**src/rtl/uart_pkg.sv**
```systemverilog
// Shared UART definitions: receiver FSM states, parity-type encoding and
// the smallest usable oversampling ratio.
package uart_pkg;

    typedef enum logic [2:0] {
        IDLE   = 3'd0,
        START  = 3'd1,
        DATA   = 3'd2,
        PARITY = 3'd3,
        STOP   = 3'd4,
        DONE   = 3'd5
    } rx_state_e;

    localparam logic PAR_EVEN = 1'b0;
    localparam logic PAR_ODD  = 1'b1;

    localparam int MIN_PRESCALE = 4;

    function automatic logic majority3(input logic a, input logic b, input logic c);
        return (a & b) | (a & c) | (b & c);
    endfunction

endpackage

```
**src/rtl/uart_rx_sampler.sv**
```systemverilog
// Input synchroniser, per-bit edge counter and 3-sample majority vote.
// Decision strobe fires at ec = P/2+1; end strobe at ec = P-1.
module uart_rx_sampler
    import uart_pkg::*;
#(
    parameter int PRESCALE_W = 6
) (
    input  logic                  clk,
    input  logic                  rst,
    input  logic                  rx_in,
    input  logic [PRESCALE_W-1:0] prescale,
    input  logic                  start,
    input  logic                  run,
    output logic                  rx_s,
    output logic                  bit_value,
    output logic                  bit_decide,
    output logic                  bit_end
);

    logic                  sync1_q, sync1_d;
    logic                  sync2_q, sync2_d;
    logic [PRESCALE_W-1:0] ec_q, ec_d;
    logic                  s0_q, s0_d;
    logic                  s1_q, s1_d;
    logic [PRESCALE_W-1:0] half;
    logic [PRESCALE_W-1:0] last_ec;

    assign half    = prescale >> 1;
    assign last_ec = prescale - PRESCALE_W'(1);

    always_comb begin
        sync1_d = rx_in;
        sync2_d = sync1_q;
        s0_d    = s0_q;
        s1_d    = s1_q;
        // The falling-edge cycle is ec=0, so the first counted cycle is 1.
        if (start) begin
            ec_d = PRESCALE_W'(1);
        end else if (!run) begin
            ec_d = '0;
        end else if (ec_q == last_ec) begin
            ec_d = '0;
        end else begin
            ec_d = ec_q + PRESCALE_W'(1);
        end
        if (ec_q == half - PRESCALE_W'(1)) s0_d = sync2_q;
        if (ec_q == half)                  s1_d = sync2_q;
    end

    always_ff @(posedge clk) begin
        if (rst) begin
            sync1_q <= 1'b1;
            sync2_q <= 1'b1;
            ec_q    <= '0;
            s0_q    <= 1'b1;
            s1_q    <= 1'b1;
        end else begin
            sync1_q <= sync1_d;
            sync2_q <= sync2_d;
            ec_q    <= ec_d;
            s0_q    <= s0_d;
            s1_q    <= s1_d;
        end
    end

    assign rx_s       = sync2_q;
    assign bit_value  = majority3(s0_q, s1_q, sync2_q);
    assign bit_decide = (ec_q == half + PRESCALE_W'(1));
    assign bit_end    = (ec_q == last_ec);

endmodule

```
**src/rtl/uart_rx_param.sv**
```systemverilog
// Parametrised UART receiver: configurable width, optional parity, one or
// two stop bits, with separate parity and framing error pulses.
module uart_rx_param
    import uart_pkg::*;
#(
    parameter int DATA_WIDTH = 8,
    parameter int PRESCALE_W = 6
) (
    input  logic                  CLK,
    input  logic                  RST,
    input  logic                  RX_IN,
    input  logic [PRESCALE_W-1:0] Prescale,
    input  logic                  PAR_EN,
    input  logic                  PAR_TYP,
    input  logic                  STOP_2,
    output logic [DATA_WIDTH-1:0] P_DATA,
    output logic                  data_valid,
    output logic                  par_err,
    output logic                  stp_err
);

    localparam int BC_W = $clog2(DATA_WIDTH + 1);

    rx_state_e             state_q, state_d;
    logic [BC_W-1:0]       bc_q, bc_d;
    logic [DATA_WIDTH-1:0] shift_q, shift_d;
    logic                  par_mis_q, par_mis_d;
    logic                  stp_flag_q, stp_flag_d;
    logic                  armed_q, armed_d;
    logic [PRESCALE_W-1:0] p_q, p_d;
    logic                  par_en_q, par_en_d;
    logic                  par_typ_q, par_typ_d;
    logic                  stop2_q, stop2_d;
    logic [DATA_WIDTH-1:0] p_data_q, p_data_d;
    logic                  data_valid_q, data_valid_d;
    logic                  par_err_q, par_err_d;
    logic                  stp_err_q, stp_err_d;

    logic rx_s;
    logic bit_value;
    logic bit_decide;
    logic bit_end;
    logic start;
    logic run;
    logic par_expect;

    // armed_q blocks re-triggering on a line that is still low after a frame.
    assign start = (state_q == IDLE) && armed_q && !rx_s &&
                   (Prescale >= PRESCALE_W'(MIN_PRESCALE));
    assign run   = (state_d == START) || (state_d == DATA) ||
                   (state_d == PARITY) || (state_d == STOP);
    assign par_expect = (par_typ_q == PAR_ODD) ? ~(^shift_q) : (^shift_q);

    uart_rx_sampler #(
        .PRESCALE_W(PRESCALE_W)
    ) u_sampler (
        .clk       (CLK),
        .rst       (RST),
        .rx_in     (RX_IN),
        .prescale  (p_q),
        .start     (start),
        .run       (run),
        .rx_s      (rx_s),
        .bit_value (bit_value),
        .bit_decide(bit_decide),
        .bit_end   (bit_end)
    );

    always_comb begin
        state_d      = state_q;
        bc_d         = bc_q;
        shift_d      = shift_q;
        par_mis_d    = par_mis_q;
        stp_flag_d   = stp_flag_q;
        armed_d      = armed_q;
        p_d          = p_q;
        par_en_d     = par_en_q;
        par_typ_d    = par_typ_q;
        stop2_d      = stop2_q;
        p_data_d     = p_data_q;
        data_valid_d = 1'b0;
        par_err_d    = 1'b0;
        stp_err_d    = 1'b0;

        case (state_q)
            IDLE: begin
                if (rx_s) armed_d = 1'b1;
                if (start) begin
                    state_d    = START;
                    armed_d    = 1'b0;
                    bc_d       = '0;
                    par_mis_d  = 1'b0;
                    stp_flag_d = 1'b0;
                    p_d        = Prescale;
                    par_en_d   = PAR_EN;
                    par_typ_d  = PAR_TYP;
                    stop2_d    = STOP_2;
                end
            end
            START: begin
                if (bit_decide && bit_value) begin
                    state_d = IDLE;
                end else if (bit_end) begin
                    state_d = DATA;
                    bc_d    = '0;
                end
            end
            DATA: begin
                if (bit_decide) begin
                    for (int i = 0; i < DATA_WIDTH; i++) begin
                        if (bc_q == BC_W'(i)) shift_d[i] = bit_value;
                    end
                end
                if (bit_end) begin
                    if (bc_q == BC_W'(DATA_WIDTH - 1)) begin
                        state_d = par_en_q ? PARITY : STOP;
                        bc_d    = '0;
                    end else begin
                        bc_d = bc_q + BC_W'(1);
                    end
                end
            end
            PARITY: begin
                if (bit_decide) par_mis_d = (bit_value != par_expect);
                if (bit_end) begin
                    state_d = STOP;
                    bc_d    = '0;
                end
            end
            STOP: begin
                if (bit_decide && !bit_value) stp_flag_d = 1'b1;
                if (stop2_q && (bc_q == '0)) begin
                    if (bit_end) bc_d = BC_W'(1);
                end else if (bit_decide) begin
                    // Leave early so a start edge right after the stop bit is seen.
                    state_d = DONE;
                    if (bit_value) armed_d = 1'b1;
                end
            end
            DONE: begin
                state_d = IDLE;
                if (!par_mis_q && !stp_flag_q) begin
                    data_valid_d = 1'b1;
                    p_data_d     = shift_q;
                end else begin
                    par_err_d = par_mis_q;
                    stp_err_d = stp_flag_q;
                end
            end
            default: state_d = IDLE;
        endcase
    end

    always_ff @(posedge CLK) begin
        if (RST) begin
            state_q      <= IDLE;
            bc_q         <= '0;
            shift_q      <= '0;
            par_mis_q    <= 1'b0;
            stp_flag_q   <= 1'b0;
            armed_q      <= 1'b0;
            p_q          <= '0;
            par_en_q     <= 1'b0;
            par_typ_q    <= PAR_EVEN;
            stop2_q      <= 1'b0;
            p_data_q     <= '0;
            data_valid_q <= 1'b0;
            par_err_q    <= 1'b0;
            stp_err_q    <= 1'b0;
        end else begin
            state_q      <= state_d;
            bc_q         <= bc_d;
            shift_q      <= shift_d;
            par_mis_q    <= par_mis_d;
            stp_flag_q   <= stp_flag_d;
            armed_q      <= armed_d;
            p_q          <= p_d;
            par_en_q     <= par_en_d;
            par_typ_q    <= par_typ_d;
            stop2_q      <= stop2_d;
            p_data_q     <= p_data_d;
            data_valid_q <= data_valid_d;
            par_err_q    <= par_err_d;
            stp_err_q    <= stp_err_d;
        end
    end

    assign P_DATA     = p_data_q;
    assign data_valid = data_valid_q;
    assign par_err    = par_err_q;
    assign stp_err    = stp_err_q;

endmodule

```
**config.mk**
```make
export PLATFORM = sky130hd
export DESIGN_NAME = uart_rx_param
export DESIGN_NICKNAME = d
export VERILOG_FILES = /design/src/rtl/uart_pkg.sv /design/src/rtl/uart_rx_sampler.sv /design/src/rtl/uart_rx_param.sv
export SDC_FILE = /design/constraint.sdc
export NUM_CORES = 1
export LEC_CHECK = 0
export ABC_AREA = 1
export CAP_MARGIN = 10
export CORE_ASPECT_RATIO = 0.9
export CORE_MARGIN = 2
export CORE_UTILIZATION = 30
export CTS_CLUSTER_DIAMETER = 60
export DETAILED_ROUTE_END_ITERATION = 8
export PLACE_DENSITY = 0.46
export SETUP_SLACK_MARGIN = 0.05
export SYNTH_ARGS = -nofsm -noshare
export SYNTH_HDL_FRONTEND = slang
export SYNTH_HIERARCHICAL = 1
export SYNTH_SLANG_ARGS = --single-unit
```
**constraint.sdc**
```tcl
create_clock -name CLK -period 5.86 [get_ports CLK]
set_input_delay 1.172 -clock CLK [delete_from_list [all_inputs] [get_ports CLK]]
set_output_delay 1.172 -clock CLK [all_outputs]
set_load 0.02 [all_outputs]
```
### After elaboration in Yosys (flattened, before gate mapping)

Index checks and enable logic that the tools add are counted.

* reductions and logical operators: 37
* add/subtract/negate cells: 5
* multiplexer cells: 34
* eq/ne operators: 32
* bitwise operators: 8
* magnitude comparators: 1

Operators with widths (number)
* 3-bit AND reduction: 10
* 4-bit 2-to-1 mux: 7
* 3-bit 2-to-1 mux: 9
* 2-bit inequality test (second input constant): 10
* 4-bit one-hot mux with 5 select lines: 1
* 6-bit == test: 3
* 4-bit by 3-bit == test with 1-bit output (second input constant): 4
* 3-bit one-hot mux with 5 select lines: 1
* 1-bit 2-to-1 mux: 13
* 3-bit by 2-bit == test with 1-bit output (second input constant): 4
* 3-bit == test (second input constant): 3
* 4-bit by 2-bit == test with 1-bit output (second input constant): 2
* 8-bit XOR reduction: 1
* 1-bit logical AND: 7
* 5-bit by 1-bit adder with 6-bit output (second input constant): 1
* 6-bit by 1-bit adder with 6-bit output (second input constant): 1
* 3-bit by 1-bit == test with 1-bit output (second input constant): 2
* 6-bit by 5-bit == test with 1-bit output: 1
* 6-bit by 3-bit greater-or-equal comparator with 1-bit output (second input constant): 1
* 1-bit one-hot mux with 2 select lines: 3
* 6-bit AND reduction: 1
* 5-bit by 1-bit subtractor with 6-bit output (second input constant): 1
* 6-bit by 1-bit subtractor with 6-bit output (second input constant): 1
* 5-bit AND reduction: 1
* 17 further kinds: 29

* register bits after elaboration: 48
* logic and storage cells: 144
* input port bits: 12
* output and inout port bits: 11

### Logic depth before layout (Yosys ltp)

Gate-level depths: netlist of run 1.

* word-level depth: 12
* gate-level depth with buffers: 19
* gate-level depth less buffers: 19

### Modules after synthesis

The synthesis of run 1 kept the hierarchy.

Modules (own cells, without submodules)
* uart_rx_param: seq. area each 760.7 sq um, times used 1, cells each 272, area each 1939.4 sq um
* uart_rx_sampler: seq. area each 200.2 sq um, times used 1, cells each 145, area each 895.9 sq um

### Least setup slack after synthesis of run 1

No wires, ideal clock.

* path kind: register -> register
* start point: register p_q[1]
* end point: register u_sampler.ec_q[2]
* setup slack: 3643 ps
* setup time: 116 ps
* buffers on the path: 0
* period minus slack after synthesis: 2217 ps
* cell stages (with the launch flop): 14
* data required time: 5744 ps
* data arrival time: 2101 ps
* cell sequence: dfxtp_1 -> inv_1 -> ha_1 -> xnor2_1 -> o2111ai_1 -> nor2_1 -> nand2_1 -> and3_1 -> nor3_2 -> nand3_1 -> nand2_1 -> inv_1 -> nand4_2 -> nor2_1

* cells in the longest elaborated chain, start to end: 11
* elaborated cells on any way between the ends: 21
* classes of those cells: add/sub (2); eq/ne (6); mux (7); bitwise (1); reduce/logical (5)

Ends and longest elaborated chain
* start: declaration: line uart_rx_param.sv:30 `logic [PRESCALE_W-1:0] p_q, p_d;`
* start signal: assignment: line uart_rx_param.sv:177 `p_q <= p_d;`
* 5-bit by 1-bit adder with 6-bit output (*): line uart_rx_sampler.sv:68 `assign bit_decide = (ec_q == half + PRESCALE_W'(1));`
* 6-bit == test (*): line uart_rx_sampler.sv:68
* net bit_decide: line uart_rx_param.sv:41 `logic bit_decide;`
* 3-bit 2-to-1 mux or 1-bit logical AND (tied branches): line uart_rx_param.sv:134, uart_rx_param.sv:101
* 3-bit 2-to-1 mux, on equally long branches: line uart_rx_param.sv:132, uart_rx_param.sv:101
* 3-bit one-hot mux with 5 select lines (*): line uart_rx_param.sv:85 `case (state_q)`
* 3-bit by 1-bit == test with 1-bit output or 3-bit by 2-bit == test with 1-bit output (tied branches): line uart_rx_param.sv:50 `assign run = (state_d == START) || (state_d == DATA) ||`
* 1-bit logical OR (2 in series): line uart_rx_param.sv:50
* 1-bit logical OR (*): line uart_rx_param.sv:51 `(state_d == PARITY) || (state_d == STOP);`
* net run: line uart_rx_param.sv:44 `logic run;`
* 1-bit inverter (no source line) (*)
* 4-bit OR reduction (no source line) (*)
* end signal: assignment: line uart_rx_sampler.sv:54 `ec_q <= '0;`
* end signal: assignment: line uart_rx_sampler.sv:60 `ec_q <= ec_d;`
* end: declaration: line uart_rx_sampler.sv:22 `logic [PRESCALE_W-1:0] ec_q, ec_d;`

Mark *: on every way through the listed nets, which the timed path passes. The rest lies on a longest branch.
A chain may end at the register's enable or synchronous reset.

### Worst setup path after layout of run 1

* start point: register p_q[1]
* end point: register u_sampler.ec_q[3]

The elaborated chain is that of the path after synthesis.

==> results of run 1 <==
## worst max-delay path: stages (launching register included)
cell       delay [ns]
dfxtp_1          0.47
inv_1            0.13
ha_1             0.32
xnor2_1          0.19
o2111ai_1        0.13
nor2_1           0.35
nand2_1          0.15
and3_1           0.22
nor3_2           0.20
nand3_1          0.11
nand2_1          0.07
inv_1            0.06
nand4_2          0.13
nor2_1           0.06
## where the power goes
group,switching (W),internal [W],total [W],leakage (nW)
Sequential,0.00000666,0.000332,0.000339,0.388
Clock,0.000119,0.000140,0.000259,0.0614
Combinational,0.0000440,0.0000278,0.0000718,0.930
## path summary, 6_finish.rpt
check	start	endpoint	depth (start not counted)
hold / removal	u_sampler/sync1_q	u_sampler/rx_s	1
setup reg to reg	p_q[1]	u_sampler/ec_q[3]	13
setup / recovery	p_q[1]	u_sampler/ec_q[3]	13
hold reg to reg	u_sampler/sync1_q	u_sampler/rx_s	1
## cell families after synthesis
| kind of cell | share of synthesized area (%) |
|---|---|
| xor gates and xnor gates | 4.85 |
| DFF | 33.9 |
| adders and majority gates | 4.32 |
| AOI/OAI and AO/OA | 10.2 |
| and+or+nand+nor | 36.9 |
| buffers and inverters | 9.84 |
## metal layers
metal,vias to the layer above,wire length (um),track usage (%)
met5,-,0,0
met1,1182,3850,22.4
met2,52,2720,21.2
met4,0,80,4.55
li1,1387,-,-
met3,6,362,2.57
## sequential cells by signal, summed over array words and instances, names as in the netlist
register	flops
P_DATA	8
shift_q	8
p_q	6
u_sampler/ec_q	6
bc_q	4
state_q	3
armed_q	1
data_valid	1
par_en_q	1
par_err	1
par_mis_q	1
par_typ_q	1
stop2_q	1
stp_err	1
stp_flag_q	1
u_sampler/rx_s	1
u_sampler/s0_q	1
u_sampler/s1_q	1
u_sampler/sync1_q	1
## layout make-up
| cell class | count | area, um^2 |
|---|---|---|
| clock buffers | 6 | 82.6 |
| fillers | 992 | 5870 |
| clock inverters | 2 | 38.8 |
| well taps | 122 | 153 |
| multi-input cells | 300 | 1600 |
| repair buffers | 23 | 228 |
| flip-flops and latches | 48 | 961 |
| inverters | 62 | 236 |
## cell usage after synthesis (all sizes together) (5+ instances only)
library cell | n | area, um^2
nand2 | 90 | 353
nor2 | 69 | 305
inv | 59 | 221
dfxtp | 48 | 961
nand3 | 30 | 173
o21ai | 27 | 139
a21oi | 18 | 90.1
nor3 | 15 | 91.3
ha | 9 | 113
a31oi | 7 | 43.8
nand4 | 7 | 56.3
nor4 | 7 | 43.8
xnor2 | 7 | 68.8
xor2 | 7 | 68.8
buf | 5 | 35.0
## stage by stage
stage,instance area (um^2),cells
2_1_floorplan,2840,417
3_3_place_gp,3170,555
3_5_place_dp,3170,555
6_report,3290,563
5_1_grt,3290,563
4_1_cts,3290,563
## layout by cell type, fill, tap and decap left out
cell	count
nand2_1	86
nor2_1	62
inv_1	56
dfxtp_1	48
nand3_1	27
o21ai_0	26
clkdlybuf4s50_1	22
a21oi_1	18
nor3_1	13
ha_1	9
nor4_1	7
a31oi_1	7
xnor2_1	6
xor2_1	6
clkbuf_8	6
nand4_1	5
inv_2	3
nor2_4	3
nor2_2	3
nand2_2	3
clkinv_2	3
or2_2	3
nand4_2	2
nand3_2	2
nand2_4	1
nor2_8	1
nand3_4	1
nor3_4	1
and3_1	1
nor3_2	1
o21ai_2	1
clkinv_4	1
bufinv_16	1
buf_4	1
maj3_1	1
xor2_2	1
xnor2_2	1
o2111ai_1	1
o22ai_1	1
==> impl_metrics.py, run 1 <==
metrics = {
    "route": {
        "route.detailed.drc": 0,
        "first_iter_violations": 124,
        "firstDrtPassIters": 4,
        "num_vias": 2627,
        "wl_um": 7010,
        "ant_nets": 0,
        "via_per_inst": 4.67,
        "wl_per_cell_um": 12.5,
    },
    "floorplan": {
        "core_um2": 9170,
        "rows": 33,
        "die_h_um": 96.2,
        "io_pins": 23,
        "die_x_um": 106,
        "initial_core_util_pct": 30.9,
        "dieArea_um2": 10200,
    },
    "timing": {
        "setup_violations": 0,
        "hold_ws_ns": 0.414,
        "period_needed_ns": 2.70,
        "grt_setup_unrepaired": "no",
        "hold_viol_final": 0,
        "tightestPinTransition_ns": 0.670,
        "tns_ns": 0,
        "relSlewSlack_pct": 55.3,
        "fmax_mhz": 371,
        "finalCritPeriodShare_pct": 46.0,
        "setup_ws_ns": 3.16,
        "fin_worst_skew_ns": 0.0108,
        "slew_viol_final": 0,
    },
    "flow_run": {
        "cap_violations": 0,
    },
    "global_routing": {
        "overflow": 0,
        "antenna_found_initial": 0,
        "grt_first_pass_wirelength_um": 12100,
        "grt_pass1_vias": 2429,
        "gr-usage-all-layers_pct": 14.8,
        "grt_max_degree": 23,
    },
    "synthesis": {
        "synth.cell_area_um2": 2840,
        "ys.flop_type": "dfxtp_1",
        "yosys_warnings": 6,
        "synth_nets": 438,
        "synth_edf_count": 0,
        "synth.distinct_cells": 38,
        "synth-seq-area-share_pct": 33.9,
        "avgSynthCellArea_um2": 6.80,
        "synthCells": 417,
        "ys_seq_elements": 48,
        "synth_async_sr_flop_share_pct": 0,
    },
    "setup_path": {
        "cp-start-kind": "flop",
        "cp_data_required_time_ns": 6.07,
        "crit_arrival_ns": 2.90,
        "crit_type": "flop to flop",
        "crit_fanout": 7,
        "rrSetupSlack_ns": 3.16,
        "end_kind": "flop",
    },
    "placement": {
        "gp_congestion": 0.889,
        "pre_cts_slack_ns": 3.08,
        "port_buffers": 22,
        "dpl.hpwl_um": 5370,
    },
    "clocking": {
        "cts_resized": 0,
        "clock_latency_ns": 0.31,
        "cts_buffer_depth": 2,
        "holdBufCountCts": 0,
        "cts_buffers": 5,
        "htreeDepth": 2,
        "cts_setup_buffers": 0,
        "cts_tree": "built",
        "clock_sinks": 48,
        "cts.clk_slew.worst_paths_ns": 0.09,
        "root_buffer": "clkbuf_8",
    },
    "power_and_ir_drop": {
        "ir_drop_v": 0.0000954,
        "static-leakage-power_nw": 1.38,
        "p_total_w": 0.000669,
        "power_density_nw_per_um2": 203,
    },
    "layout": {
        "antennaDiodeCount": 0,
        "final_nets": 461,
        "final_layout_size_suffix_gt1_share_pct": 8.84,
        "area_delta_synth_final_pct": 16.2,
        "fin_util_pct": 35.9,
    },
    "run_status": {
        "run_status": "complete, no violations",
    },
    "min_path": {
        "hold_class": "flop to flop",
    },
}
(Power assumes the default switching activity.)
==> run 2: changes to the inputs <==
Settings changed: PLACE_DENSITY 0.46 to 0.47.
Clock period 5.86 ns to 2.2 ns, I/O delays scaled along.
==> run 2 against run 1 <==
  * First-iteration DRC count up 26%
  * Register-to-register slack worse by 3.1 ns
  * Non-clock buffer count increased by 34
  * Count of clock-buffer cells in the layout decreased by 1
  * Hold slack improved by 0.0037 ns
==> impl_metrics.py, run 2 (synthesis gave the netlist of run 1 again) <==
metrics = {
    "clocking": {
        "clock_sinks": 48,
        "cts_buffers": 5,
        "cts.clk_slew.worst_paths_ns": 0.09,
        "clock_latency_ns": 0.31,
        "cts_buffer_depth": 2,
        "root_buffer": "clkbuf_8",
        "holdBufCountCts": 0,
        "cts_tree": "built",
        "htreeDepth": 2,
    },
    "setup_path": {
        "crit_fanout": 3,
        "cpLargestDelayFamily": "simple AND/OR/NAND/NOR gates",
        "max_stage_delay_ns": 0.36,
        "crit_arrival_ns": 2.37,
        "rrSetupSlack_ns": 0.08,
        "path_cells": "inv_4 > ha_4 > inv_2 > nand2_1 > nand2_1 > nor2_1 > nand2_1 > nor2_2 > nand3_2 > inv_4 > inv_1 > nand2_1 > and3_4 > nor3_4 > buf_4 > buf_4 > buf_4 > nor2_1",
        "reg2reg_depth": 18,
        "cp_num_buf_inv": 7,
        "crit_path_top_delay_cell": "dfxtp_2",
        "r2r_start": "p_q[1]",
        "r2r_end": "state_q[1]",
        "cp_data_required_time_ns": 2.45,
        "cp_common_cell": "nand2_1",
        "end_kind": "flop",
        "cp-start-kind": "flop",
        "crit_type": "flop to flop",
    },
    "timing": {
        "period_needed_ns": 2.12,
        "setup_violations": 0,
        "relSlewSlack_pct": 76.0,
        "fin_worst_skew_ns": 0.00762,
        "hold_ws_ns": 0.418,
        "hold_viol_final": 0,
        "slew_viol_final": 0,
        "fmax_mhz": 471,
        "finalCritPeriodShare_pct": 96.5,
        "tightestPinTransition_ns": 0.360,
        "grt_setup_unrepaired": "yes",
    },
    "min_path": {
        "hold_class": "flop to flop",
        "min_to": "u_sampler/rx_s",
        "min_from": "u_sampler/sync1_q",
        "hold_path_depth": 1,
    },
    "layout": {
        "area_delta_synth_final_pct": 33.4,
        "final_cell_mix": "nand2_1, nor2_1, inv_1",
        "final_layout_size_suffix_gt1_share_pct": 23.8,
        "final_nets": 495,
        "final_common_cell": "nand2_1",
        "antennaDiodeCount": 0,
    },
    "placement": {
        "dpl.hpwl_um": 5850,
        "gp_congestion": 0.871,
        "port_buffers": 22,
    },
    "power_and_ir_drop": {
        "ir_drop_v": 0.000272,
        "power_density_nw_per_um2": 512,
        "static-leakage-power_nw": 1.57,
        "p_total_w": 0.00194,
    },
    "route": {
        "wl_per_cell_um": 12.6,
        "wl_um": 7550,
        "num_vias": 2751,
        "ant_nets": 0,
        "first_iter_violations": 156,
        "via_per_inst": 4.61,
        "firstDrtPassIters": 5,
        "route.detailed.drc": 0,
    },
    "global_routing": {
        "grt_busiest_layer": "met2",
        "met1_usage_pct": 23.2,
        "met3_usage_pct": 2.44,
        "grt_pass1_vias": 2575,
        "gr-usage-all-layers_pct": 15.9,
        "antenna_found_initial": 0,
        "grt_first_pass_wirelength_um": 12800,
        "grt_max_degree": 17,
        "met2_usage_pct": 24.3,
        "overflow": 0,
    },
    "floorplan": {
        "initial_core_util_pct": 30.9,
        "die_h_um": 96.2,
        "core_um2": 9170,
        "io_pins": 23,
        "dieArea_um2": 10200,
        "rows": 33,
        "die_x_um": 106,
    },
    "flow_run": {
        "cap_violations": 0,
    },
    "run_status": {
        "run_status": "complete, no violations",
    },
}
## run 2: cell count changes in the layout (fill, tap and decap cells not counted), moves of 5 or more
cell	before	now
nand3_2	2	7
dfxtp_2	0	6
nor2_1	62	57
inv_1	56	50
nand3_1	27	22
dfxtp_1	48	41
buf_4	1	34
## run 2: report_power, final
| part | internal, W | total, W | switching, W | leakage (nW) |
|---|---|---|---|---|
| Sequential | 0.000884 | 0.000903 | 0.0000185 | 0.392 |
| Combinational | 0.000111 | 0.000249 | 0.000138 | 1.11 |
| Clock | 0.000458 | 0.000784 | 0.000326 | 0.0687 |
| Total | 0.00145 | 0.00194 | 0.000483 | 1.57 |
## run 2: what timing repair did
action,4_1_cts,5_1_grt
pin swaps,13,11
resized for setup,28,26
setup endpoints to repair,7,19
setup buffers,6,1
## run 2: cell type report
| type | count | area, um^2 |
|---|---|---|
| flip-flops and latches | 48 | 972 |
| repair buffers | 57 | 487 |
| well taps | 122 | 153 |
| fillers | 980 | 5380 |
| clock inverters | 3 | 68.8 |
| multi-input cells | 300 | 1790 |
| clock buffers | 5 | 68.8 |
| inverters | 62 | 245 |
## run 2: per-layer routing
layer / wire, um / vias up
met5: 0 / -
met4: 113 / 0
met3: 300 / 6
met2: 3070 / 57
met1: 4070 / 1233
li1: - / 1455
## run 2: through the flow
stage | TNS (ns) | area [um^2] | utilization (%) | cells | setup WS, ns
3_3_place_gp | -0.108 | 3390 | 37.0 | 583 | -0.0224
4_1_cts | 0 | 3700 | 40.3 | 597 | 0.0515
3_5_place_dp | -0.281 | 3390 | 37.0 | 583 | -0.0643
5_1_grt | -1.36 | 3780 | 41.3 | 597 | -0.161
2_1_floorplan | 0 | 2840 | - | 417 | 0.0772
6_report | 0 | 3780 | 41.3 | 597 | 0.0781
## run 2: worst max path at each step
stage / from / endpoint / slack, ns / depth (start not counted)
final: p_q[1] / state_q[1] / 0.08 / 18
after global routing: p_q[1] / u_sampler/ec_q[5] / -0.16 / 19
after CTS: p_q[1] / u_sampler/ec_q[0] / 0.05 / 19
after detailed placement: p_q[1] / u_sampler/ec_q[2] / -0.06 / 18
after global placement: p_q[1] / u_sampler/ec_q[5] / -0.02 / 18
after floorplan: p_q[1] / u_sampler/ec_q[2] / 0.08 / 13
